[src/rtl/state_matrix_unpacker_if.sv]
// Handshake bundle between the vector source, the state_matrix_unpacker and the
// matrix consumer. The slave modport is the unpacker's view.
`timescale 1ns/1ps
interface state_matrix_unpacker_if #(
  parameter int unsigned CNT_W = 2
);
  logic [127:0]     i_vector;
  logic             i_valid;
  logic             o_ready;
  logic             o_valid;
  logic             i_ready;
  logic [CNT_W-1:0] o_count;
  logic [7:0] o_dataArray_00, o_dataArray_10, o_dataArray_20, o_dataArray_30;
  logic [7:0] o_dataArray_01, o_dataArray_11, o_dataArray_21, o_dataArray_31;
  logic [7:0] o_dataArray_02, o_dataArray_12, o_dataArray_22, o_dataArray_32;
  logic [7:0] o_dataArray_03, o_dataArray_13, o_dataArray_23, o_dataArray_33;

  modport master (
    output i_vector, i_valid, i_ready,
    input  o_ready, o_valid, o_count,
    input  o_dataArray_00, o_dataArray_10, o_dataArray_20, o_dataArray_30,
    input  o_dataArray_01, o_dataArray_11, o_dataArray_21, o_dataArray_31,
    input  o_dataArray_02, o_dataArray_12, o_dataArray_22, o_dataArray_32,
    input  o_dataArray_03, o_dataArray_13, o_dataArray_23, o_dataArray_33
  );

  modport slave (
    input  i_vector, i_valid, i_ready,
    output o_ready, o_valid, o_count,
    output o_dataArray_00, o_dataArray_10, o_dataArray_20, o_dataArray_30,
    output o_dataArray_01, o_dataArray_11, o_dataArray_21, o_dataArray_31,
    output o_dataArray_02, o_dataArray_12, o_dataArray_22, o_dataArray_32,
    output o_dataArray_03, o_dataArray_13, o_dataArray_23, o_dataArray_33
  );
endinterface

[src/rtl/state_matrix_unpacker.sv]
// FIFO-buffered unpacker: 128-bit AES state vectors in, 4x4 column-major byte
// matrix (head entry) out. Full/empty come from the count only.
`timescale 1ns/1ps
module state_matrix_unpacker #(
  parameter int unsigned DEPTH = 2,
  parameter int unsigned CNT_W = 2
) (
  input logic                    i_clk,
  input logic                    i_rst_n,
  input logic                    i_flush,
  state_matrix_unpacker_if.slave bus
);
  localparam int unsigned      PTR_W = $clog2(DEPTH);
  localparam logic [CNT_W-1:0] FULL  = CNT_W'(DEPTH);

  logic [PTR_W-1:0] rd_ptr_q, rd_ptr_d;
  logic [PTR_W-1:0] wr_ptr_q, wr_ptr_d;
  logic [CNT_W-1:0] count_q, count_d;
  logic [127:0]     mem_q [DEPTH];
  logic             push, pop;
  logic [127:0]     head;

  always_comb begin
    // o_ready is derived from count alone, so a pop while full never frees a slot
    // for a same-cycle push and no consumer->source combinational path exists.
    push     = bus.i_valid && (count_q != FULL);
    pop      = (count_q != '0) && bus.i_ready;
    rd_ptr_d = rd_ptr_q;
    wr_ptr_d = wr_ptr_q;
    count_d  = count_q;
    if (i_flush) begin
      rd_ptr_d = '0;
      wr_ptr_d = '0;
      count_d  = '0;
    end else begin
      if (push) wr_ptr_d = wr_ptr_q + 1'b1;
      if (pop)  rd_ptr_d = rd_ptr_q + 1'b1;
      unique case ({push, pop})
        2'b10:   count_d = count_q + 1'b1;
        2'b01:   count_d = count_q - 1'b1;
        default: count_d = count_q;
      endcase
    end
  end

  always_ff @(posedge i_clk or negedge i_rst_n) begin
    if (!i_rst_n) begin
      rd_ptr_q <= '0;
      wr_ptr_q <= '0;
      count_q  <= '0;
    end else begin
      rd_ptr_q <= rd_ptr_d;
      wr_ptr_q <= wr_ptr_d;
      count_q  <= count_d;
    end
  end

  always_ff @(posedge i_clk) begin
    if (push && !i_flush) mem_q[wr_ptr_q] <= bus.i_vector;
  end

  assign head = (count_q != '0) ? mem_q[rd_ptr_q] : '0;

  assign bus.o_ready = (count_q != FULL);
  assign bus.o_valid = (count_q != '0);
  assign bus.o_count = count_q;

  // Byte k (MSB first) lands at row k%4, column k/4.
  assign bus.o_dataArray_00 = head[127:120];
  assign bus.o_dataArray_10 = head[119:112];
  assign bus.o_dataArray_20 = head[111:104];
  assign bus.o_dataArray_30 = head[103:96];
  assign bus.o_dataArray_01 = head[95:88];
  assign bus.o_dataArray_11 = head[87:80];
  assign bus.o_dataArray_21 = head[79:72];
  assign bus.o_dataArray_31 = head[71:64];
  assign bus.o_dataArray_02 = head[63:56];
  assign bus.o_dataArray_12 = head[55:48];
  assign bus.o_dataArray_22 = head[47:40];
  assign bus.o_dataArray_32 = head[39:32];
  assign bus.o_dataArray_03 = head[31:24];
  assign bus.o_dataArray_13 = head[23:16];
  assign bus.o_dataArray_23 = head[15:8];
  assign bus.o_dataArray_33 = head[7:0];
endmodule

[src/flat_wrapper.sv]
// flat-port wrapper written by rule: the top's interface ports become plain ports
module state_matrix_unpacker_flat 
#(
  parameter int unsigned DEPTH = 2,
  parameter int unsigned CNT_W = 2
)
  (i_clk, i_rst_n, i_flush, bus_i_vector, bus_i_valid, bus_i_ready, bus_o_ready, bus_o_valid, bus_o_count, bus_o_dataArray_00, bus_o_dataArray_10, bus_o_dataArray_20, bus_o_dataArray_30, bus_o_dataArray_01, bus_o_dataArray_11, bus_o_dataArray_21, bus_o_dataArray_31, bus_o_dataArray_02, bus_o_dataArray_12, bus_o_dataArray_22, bus_o_dataArray_32, bus_o_dataArray_03, bus_o_dataArray_13, bus_o_dataArray_23, bus_o_dataArray_33);
  state_matrix_unpacker_if #(.CNT_W(CNT_W)) bus_i ();
  input logic i_clk;
  input logic i_rst_n;
  input logic i_flush;
  input wire logic [$bits(bus_i.i_vector)-1:0] bus_i_vector;
  input wire logic [$bits(bus_i.i_valid)-1:0] bus_i_valid;
  input wire logic [$bits(bus_i.i_ready)-1:0] bus_i_ready;
  output wire logic [$bits(bus_i.o_ready)-1:0] bus_o_ready;
  output wire logic [$bits(bus_i.o_valid)-1:0] bus_o_valid;
  output wire logic [$bits(bus_i.o_count)-1:0] bus_o_count;
  output wire logic [$bits(bus_i.o_dataArray_00)-1:0] bus_o_dataArray_00;
  output wire logic [$bits(bus_i.o_dataArray_10)-1:0] bus_o_dataArray_10;
  output wire logic [$bits(bus_i.o_dataArray_20)-1:0] bus_o_dataArray_20;
  output wire logic [$bits(bus_i.o_dataArray_30)-1:0] bus_o_dataArray_30;
  output wire logic [$bits(bus_i.o_dataArray_01)-1:0] bus_o_dataArray_01;
  output wire logic [$bits(bus_i.o_dataArray_11)-1:0] bus_o_dataArray_11;
  output wire logic [$bits(bus_i.o_dataArray_21)-1:0] bus_o_dataArray_21;
  output wire logic [$bits(bus_i.o_dataArray_31)-1:0] bus_o_dataArray_31;
  output wire logic [$bits(bus_i.o_dataArray_02)-1:0] bus_o_dataArray_02;
  output wire logic [$bits(bus_i.o_dataArray_12)-1:0] bus_o_dataArray_12;
  output wire logic [$bits(bus_i.o_dataArray_22)-1:0] bus_o_dataArray_22;
  output wire logic [$bits(bus_i.o_dataArray_32)-1:0] bus_o_dataArray_32;
  output wire logic [$bits(bus_i.o_dataArray_03)-1:0] bus_o_dataArray_03;
  output wire logic [$bits(bus_i.o_dataArray_13)-1:0] bus_o_dataArray_13;
  output wire logic [$bits(bus_i.o_dataArray_23)-1:0] bus_o_dataArray_23;
  output wire logic [$bits(bus_i.o_dataArray_33)-1:0] bus_o_dataArray_33;
  assign bus_i.i_vector = bus_i_vector;
  assign bus_i.i_valid = bus_i_valid;
  assign bus_i.i_ready = bus_i_ready;
  assign bus_o_ready = bus_i.o_ready;
  assign bus_o_valid = bus_i.o_valid;
  assign bus_o_count = bus_i.o_count;
  assign bus_o_dataArray_00 = bus_i.o_dataArray_00;
  assign bus_o_dataArray_10 = bus_i.o_dataArray_10;
  assign bus_o_dataArray_20 = bus_i.o_dataArray_20;
  assign bus_o_dataArray_30 = bus_i.o_dataArray_30;
  assign bus_o_dataArray_01 = bus_i.o_dataArray_01;
  assign bus_o_dataArray_11 = bus_i.o_dataArray_11;
  assign bus_o_dataArray_21 = bus_i.o_dataArray_21;
  assign bus_o_dataArray_31 = bus_i.o_dataArray_31;
  assign bus_o_dataArray_02 = bus_i.o_dataArray_02;
  assign bus_o_dataArray_12 = bus_i.o_dataArray_12;
  assign bus_o_dataArray_22 = bus_i.o_dataArray_22;
  assign bus_o_dataArray_32 = bus_i.o_dataArray_32;
  assign bus_o_dataArray_03 = bus_i.o_dataArray_03;
  assign bus_o_dataArray_13 = bus_i.o_dataArray_13;
  assign bus_o_dataArray_23 = bus_i.o_dataArray_23;
  assign bus_o_dataArray_33 = bus_i.o_dataArray_33;
  state_matrix_unpacker #(.DEPTH(DEPTH), .CNT_W(CNT_W)) u_core (.i_clk(i_clk), .i_rst_n(i_rst_n), .i_flush(i_flush), .bus(bus_i));
endmodule
[config.mk]
export PLATFORM = sky130hd
export DESIGN_NAME = state_matrix_unpacker_flat
export DESIGN_NICKNAME = d
export VERILOG_FILES = /design/src/rtl/state_matrix_unpacker_if.sv /design/src/rtl/state_matrix_unpacker.sv /design/src/flat_wrapper.sv
export SDC_FILE = /design/constraint.sdc
export NUM_CORES = 1
export LEC_CHECK = 0
export CAP_MARGIN = 10
export CORE_MARGIN = 2
export CORE_UTILIZATION = 48
export CTS_CLUSTER_DIAMETER = 60
export CTS_CLUSTER_SIZE = 28
export DETAILED_ROUTE_END_ITERATION = 6
export MAX_ROUTING_LAYER = met4
export PLACE_DENSITY = 0.77
export SLEW_MARGIN = 10
export SYNTH_ARGS = -nofsm -noshare
export SYNTH_HDL_FRONTEND = slang
export SYNTH_SLANG_ARGS = --single-unit
export TNS_END_PERCENT = 10
[constraint.sdc]
create_clock -name i_clk -period 14.7 [get_ports i_clk]
set_clock_uncertainty 0.05 [all_clocks]
set_input_delay 2.205 -clock i_clk [delete_from_list [all_inputs] [get_ports i_clk]]
set_output_delay 2.205 -clock i_clk [all_outputs]
set_load 0.03 [all_outputs]
==> results of run 1 <==
power by group through the flow:
stage,clock network (W),logic [W],registers (W)
6_report,0.000489,0.000225,0.000852
5_1_grt,0.000529,0.000238,0.000854
4_1_cts,0.000506,0.000227,0.000852
3_5_place_dp,0,0.000226,0.000869
3_3_place_gp,0,0.000222,0.000867
2_1_floorplan,0,0.000124,0.000874
worst paths after layout:
kind	endpoint
worst max-delay path	bus_o_dataArray_11[2]
worst min-delay path	u_core.wr_ptr_q
worst max register to register	u_core.mem_q[0][64]
worst min register to register	u_core.wr_ptr_q
max in group asynchronous	u_core.rd_ptr_q
min in group asynchronous	u_core.rd_ptr_q
tightest hold or removal path, delay by kind of cell, from the launching register on:
family,cells,cell delay [ns]
AOI/OAI and AO/OA,2,0.14
DFF,1,0.41
metrics by stage:
stage	hold slack, ns	instance area, um^2	setup WS [ns]
global placement	0.512	12700	9.87
CTS	0.550	13300	9.27
floorplan	0.479	9900	2.33
detailed placement	0.537	12700	9.81
global route	0.564	13300	9.15
finish	0.544	13300	9.32
cell usage in the layout, fill, tap and decap left out, types with 2 or more instances in the layout:
master	count
nor2_1	130
clkbuf_16	17
a21oi_1	3
edfxtp_1	256
buf_4	8
inv_6	2
dfrtp_1	3
clkinv_8	4
clkdlybuf4s50_1	264
inv_8	2
mux2i_1	128
inv_2	2
o21ai_1	2
area by class of cell:
class,count,area share
sequential,260,0.586
timing repair buffer,272,0.203
multi-input combinational,275,0.142
clock buffer,18,0.0323
tap,270,0.0254
clock inverter,10,0.0104
inverter,3,0.000846
antenna,1,0.000188
per-layer routing:
layer	vias to the layer above	wire length, um	track usage
met4	0	319	0.0356
met2	219	9910	0.309
met3	33	1790	0.0491
met1	2720	8810	0.250
met5	-	0	-
li1	2622	-	-
cells by family after synthesis:
logic type                synth area share
DFF                                  0.787
and+or+nand+nor                     0.0536
muxes                                0.129
buffers and inverters               0.0240
AOI/OAI and AO/OA                  0.00531
xor gates and xnor gates          0.000885
sequential cells by signal, summed over array words and instances (netlist names):
name	flops
u_core.mem_q	256
u_core.bus.o_count	2
u_core.rd_ptr_q	1
u_core.wr_ptr_q	1
==> flow_summary.rst, run 1 <==
.. list-table::
   :header-rows: 1

   * - Metric
     - Value
   * - Dominant cells by area after synthesis
     - edfxtp_1 (78%), mux2i_1 (13%), nor2_1 (5.0%)
   * - PwrDens
     - 118 nW/um^2
   * - WP data arrival
     - about 3.1 ns
   * - Fraction of post-synthesis cell area in the top cell type by area
     - 0.777
   * - Via count of the first global-routing pass
     - 5848
   * - Buffer depth of the longest clock path
     - 3
   * - Final clock period utilization by the worst path
     - 0.366
   * - WHS Path Cells
     - 2
   * - Starting DRC count in detailed routing
     - 314
   * - Std-Cell Core Area
     - just over 20000 um^2
   * - Primary FF master, synth
     - edfxtp_1
   * - Fillcell total
     - 1387
   * - Final Hold Violating Endpoints
     - 0
   * - DRT Pass-1 Iters
     - 4
   * - Total power after layout
     - 0.00157 W
   * - # Max-Cap Violations
     - 0
   * - Largest area contributor in the synthesized netlist
     - edfxtp_1
   * - Share of synthesized area occupied by flip-flops and latches
     - 0.787
   * - Number of CTS-inserted buffers
     - 16
   * - Startpoint class of the critical path
     - register
   * - Max-slew violation count
     - 0
   * - Number of post-CTS setup repair buffers
     - 0
   * - Clock insertion delay at the later pin of the skew report
     - roughly 0.48 ns
   * - Hold buffers post-CTS
     - 0
   * - Total global routing track utilization
     - 0.191
   * - Accumulated negative setup slack
     - 0 ns
   * - Most numerous cell in the Yosys netlist
     - edfxtp_1
   * - Fin cells
     - 1109
   * - Routed vias
     - 5594
   * - Maximum level of the CTS H-tree
     - 1
   * - Post-synth EDFFs
     - 256
   * - Net switching power figure
     - 0.000380 W
   * - Cell count of the worst reg-to-reg path
     - 5
   * - Status
     - completed
   * - Setup violations, final
     - 0
   * - Cell at the root of the clock tree
     - clkbuf_16
   * - Antenna violations before repair
     - 1
   * - Vertical extent of the die
     - 148 um
   * - Worst Setup SP
     - u_core.bus.o_count[0]
   * - CTS clk-pin slew, worst paths
     - ~0.090 ns
   * - # DRC
     - 0
   * - Post-cts repair resize count
     - 0
   * - Part of the total power dissipated in combinational logic
     - 0.144
   * - Global placement routability congestion
     - 0.839
   * - Clock tree from TritonCTS
     - done
   * - Post-synthesis instance area
     - 9900 um^2
   * - Initial core utilization
     - 0.489
   * - Endpoint kind of the worst setup timing path
     - output port
   * - R2R Setup Slk
     - 12.26 ns
   * - Average wire per standard cell
     - 18.8 um
   * - Avg Cell Area, Syn
     - approximately 17 um^2
   * - Remaining antenna violation count
     - 0
   * - Relative area change from synthesis to final layout
     - 34.4%
   * - Floorplan die area
     - 21800 um^2
   * - Final routed wirelength across all metal layers
     - 20.8 mm
   * - Number of synthesized register bits
     - 260
   * - Internal power contribution
     - 0.00119 W
   * - Num ports
     - 265
   * - Total placed cells including tap cells
     - 1080
   * - Final worst path period need
     - approximately 5.4 ns
   * - Net Sw Frac
     - 0.243
   * - Half-perimeter wire length after placement
     - 13.8 mm
   * - Count of port buffers added during placement
     - 264
   * - Sequential standard cell area
     - 7790 um^2
   * - Critical-path cell with the highest stage delay
     - buf_4
   * - Maximum achievable frequency
     - 186 MHz
   * - Post-synthesis async set-or-reset flop share
     - 0.0154
   * - Kind of path behind the tightest hold check
     - reg -> reg
   * - Crit path buf inv count
     - 2
   * - Sequential group share of total power
     - 0.544
   * - CP max FO
     - 61
   * - Grt ovf
     - 0
   * - Category of the critical setup timing path
     - reg -> out
   * - Startpoint of the lowest-slack hold path
     - u_core.wr_ptr_q
   * - Ratio of cells with drive above 1 in the final layout
     - 0.0489
   * - Stage delay of the slowest cell on the critical path
     - between 0.6 and 0.7 ns
   * - Unrepaired setup endpoints after global routing
     - no
   * - Static leakage
     - 4.30 nW
   * - Clock share of power
     - 0.312
   * - Most frequent cells after synthesis
     - edfxtp_1 (256), nor2_1 (131), mux2i_1 (128), buf_2 (13), buf_6 (13)
   * - Final #Nets
     - 961
   * - Floorplan row count
     - 52
   * - Dominant delay contributor by cell family on the critical path
     - buffers and inverters
   * - Clock net sink count
     - 260
   * - Cell breakdown of the critical path
     - nor2_4 > buf_4 > nor2_1 > clkdlybuf4s50_1
   * - Width of the die
     - 148 um
   * - Number of warnings printed during yosys synthesis
     - 0
   * - Worst path required time
     - 12.44 ns
   * - Post-synth net total
     - 700
   * - Count of mapped cells out of synthesis
     - 567
   * - Library cells used by synthesis
     - 24
   * - Post-DR vias/cell
     - 5.04
   * - Wire length of the first global-routing pass
     - 31.7 mm
   * - Max-slew headroom
     - 0.183
   * - Crit. path cell count
     - 4
   * - Largest net degree at the start of global routing
     - 89
   * - End-of-flow core utilization
     - 0.657
   * - Max rail drop VDD
     - 95.8 uV
   * - Slew at the pin closest to its max-slew limit
     - 1.23 ns
   * - Multi-input gate area
     - 1890 um^2
   * - Origin of the critical flop-to-flop path
     - u_core.bus.o_count[1]
Power figures use the tool's default switching activity.
==> run 2, diff against run 1 <==
==> constraint.sdc (replaced) <==
create_clock -name i_clk -period 5.6 [get_ports i_clk]
set_clock_uncertainty 0.05 [all_clocks]
set_input_delay 0.84 -clock i_clk [delete_from_list [all_inputs] [get_ports i_clk]]
set_output_delay 0.84 -clock i_clk [all_outputs]
set_load 0.03 [all_outputs]
==> flow_summary.rst, run 2 (synthesis results as in run 1) <==
.. list-table::
   :header-rows: 1

   * - Metric
     - Value
   * - Stage delay of the slowest cell on the critical path
     - 0.90 ns (+0.23 ns)
   * - Final clock period utilization by the worst path
     - 0.696
   * - Count of port buffers added during placement
     - 264 (unchanged)
   * - Num ports
     - 265 (unchanged)
   * - CTS clk-pin slew, worst paths
     - 0.09 ns (about the same)
   * - PwrDens
     - 303 nW/um^2 (+160%)
   * - Slew at the pin closest to its max-slew limit
     - 1.04 ns (-0.191 ns)
   * - Post-layout worst setup margin
     - 1.70 ns (-7.62 ns)
   * - Final routed wirelength across all metal layers
     - 20.3 mm (-2.5%)
   * - Starting DRC count in detailed routing
     - 259 (-18%)
   * - Remaining antenna violation count
     - 0 (unchanged)
   * - Half-perimeter wire length after placement
     - 13.5 mm (-2.2%)
   * - Average wire per standard cell
     - 18.3 um (-2.3%)
   * - Via count of the first global-routing pass
     - 5842 (-0.10%)
   * - Part of the total power dissipated in combinational logic
     - 0.145 (about the same)
   * - Commonest non-fill, non-tap cell in the layout
     - clkdlybuf4s50_1
   * - Number of post-CTS setup repair buffers
     - 0 (unchanged)
   * - Total power after layout
     - 0.00403 W (+160%)
   * - DRT Pass-1 Iters
     - 4 (unchanged)
   * - Cell at the root of the clock tree
     - clkbuf_16
   * - Critical-path cell with the highest stage delay
     - dfrtp_4
   * - Buffer depth of the longest clock path
     - 3 (unchanged)
   * - # DRC
     - 0 (unchanged)
   * - Fillcell total
     - 1387 (unchanged)
   * - Max FFs per register
     - 256 (unchanged)
   * - Net switching power figure
     - 0.000951 W (+150%)
   * - Width of the die
     - 148 um (unchanged)
   * - Routed vias
     - 5581 (-0.23%)
   * - Pre-CTS setup slack
     - 2.21 ns (-7.61 ns)
   * - Net Sw Frac
     - 0.236 (-0.00688)
   * - Maximum level of the CTS H-tree
     - 1 (unchanged)
   * - Startpoint class of the critical path
     - register
   * - Kind of path behind the tightest hold check
     - in -> async
   * - Relative area change from synthesis to final layout
     - 34.2%
   * - Wire length of the first global-routing pass
     - 31.3 mm (-1.2%)
   * - Clock tree from TritonCTS
     - done
   * - Post-DR vias/cell
     - 5.04 (about the same)
   * - Initial core utilization
     - 0.489 (unchanged)
   * - Clock net sink count
     - 260 (unchanged)
   * - Crit path buf inv count
     - 2 (unchanged)
   * - Accumulated negative setup slack
     - 0 ns (unchanged)
   * - Final worst path period need
     - between 3 and 4 ns
   * - Antenna violations before repair
     - 2 (+1)
   * - Total global routing track utilization
     - 0.189 (-0.00217)
   * - Status
     - completed
   * - Floorplan row count
     - 52 (unchanged)
   * - Internal power contribution
     - 0.00308 W (+160%)
   * - Hold buffers post-CTS
     - 0 (unchanged)
   * - Maximum achievable frequency
     - ~260 MHz
   * - CP max FO
     - 64 (+4.9%)
   * - Largest net degree at the start of global routing
     - 73 (-18%)
   * - Final Hold Violating Endpoints
     - 0 (unchanged)
   * - Static leakage
     - 4.29 nW (-0.33%)
   * - Endpoint kind of the worst setup timing path
     - output port
   * - # Max-Cap Violations
     - 0 (unchanged)
   * - Max-slew violation count
     - 0 (unchanged)
   * - Global placement routability congestion
     - 0.767 (-8.6%)
   * - Unrepaired setup endpoints after global routing
     - no
   * - WP data arrival
     - 3.01 ns (-0.11 ns)
   * - Dominant delay contributor by cell family on the critical path
     - buffers and inverters
   * - End-of-flow core utilization
     - 0.656 (-0.00124)
   * - Most frequent cells in the layout
     - clkdlybuf4s50_1 (264), edfxtp_1 (256), nor2_1 (130)
   * - Floorplan die area
     - 21800 um^2 (unchanged)
   * - Setup violations, final
     - 0 (unchanged)
   * - Max rail drop VDD
     - 273 uV (+190%)
   * - Category of the critical setup timing path
     - reg -> out
   * - Ratio of cells with drive above 1 in the final layout
     - 0.0467 (-0.00222)
   * - Final #Nets
     - 961 (unchanged)
   * - Clock share of power
     - 0.298 (-0.014)
   * - Max-slew headroom
     - 0.308 (+0.125)
   * - Sequential group share of total power
     - 0.557 (+0.013)
   * - Grt ovf
     - 0 (unchanged)
   * - Post-cts repair resize count
     - 0 (unchanged)
   * - Clock insertion delay at the later pin of the skew report
     - 0.47 ns (about the same)
   * - Number of CTS-inserted buffers
     - 15 (-1)
   * - Std-Cell Core Area
     - 20200 um^2 (unchanged)
   * - Most flops, register
     - u_core.mem_q
   * - Cell breakdown of the critical path
     - buf_12 > mux2i_1 > nor2_1 > clkdlybuf4s50_1
   * - Vertical extent of the die
     - 148 um (unchanged)
   * - Worst path required time
     - 4.71 ns (-7.73 ns)
-- run 2: cell types whose count changed in the layout (fill, tap and decap cells not counted), sizes merged --
cell,before,now
clkbuf,18,15
buf,8,9
bufinv,1,2
clkinv,5,4
diode,1,2
inv,7,6
-- run 2: power by group through the flow --
| stage | combinational [W] | clock, W | sequential [W] |
|---|---|---|---|
| after global routing | 0.000619 | 0.00131 | 0.00225 |
| after global placement | 0.000577 | 0 | 0.00228 |
| final | 0.000583 | 0.00120 | 0.00224 |
| after CTS | 0.000590 | 0.00123 | 0.00224 |
| after floorplan | 0.000326 | 0 | 0.00228 |
| after detailed placement | 0.000586 | 0 | 0.00229 |
-- run 2: routing by layer --
metal	GRT usage	share of wire	routed length, um
met5	-	0	0
met4	0.0519	0.025	503
met3	0.0593	0.098	1990
met2	0.304	0.48	9760
met1	0.234	0.40	8060
-- run 2: worst paths after layout --
| kind | from | end | slack (ns) | cells after the start |
|---|---|---|---|---|
| min | i_rst_n | u_core.bus.o_count[1] | 0.52 | 1 |
| max in group asynchronous | i_rst_n | u_core.rd_ptr_q | 4.78 | 1 |
| max | u_core.rd_ptr_q | bus_o_dataArray_11[2] | 1.70 | 4 |
| max reg2reg | u_core.bus.o_count[1] | u_core.mem_q[1][31] | 3.25 | 5 |
| min reg2reg | u_core.wr_ptr_q | u_core.wr_ptr_q | 0.60 | 2 |
| min in group i_clk | u_core.wr_ptr_q | u_core.wr_ptr_q | 0.60 | 2 |
-- run 2: cell type report --
type | count | area [um^2] | share of cell area
sequential | 260 | 7790 | 0.587
timing repair buffer | 273 | 2740 | 0.206
multi-input combinational | 275 | 1900 | 0.143
clock buffer | 15 | 375 | 0.0283
tap | 270 | 338 | 0.0254
clock inverter | 9 | 120 | 0.00905
inverter | 3 | 11.3 | 0.000848
antenna | 2 | 5.00 | 0.000377
-- run 2: through the flow --
step / instances / hold slack, ns / cell area [um^2]
after floorplan: 567 / 0.494 / 9910
after global placement: 1081 / 0.544 / 12800
after global routing: 1107 / 0.513 / 13300
final: 1107 / 0.518 / 13300
after detailed placement: 1081 / 0.597 / 12800
after CTS: 1105 / 0.503 / 13300
-- run 2: worst register-to-register path: stages, from the launching register on --
cell	delay [ns]
dfrtp_1	0.46
nor2b_2	0.21
inv_2	0.09
nand2_1	0.14
nor3b_4	0.23
buf_4	0.75
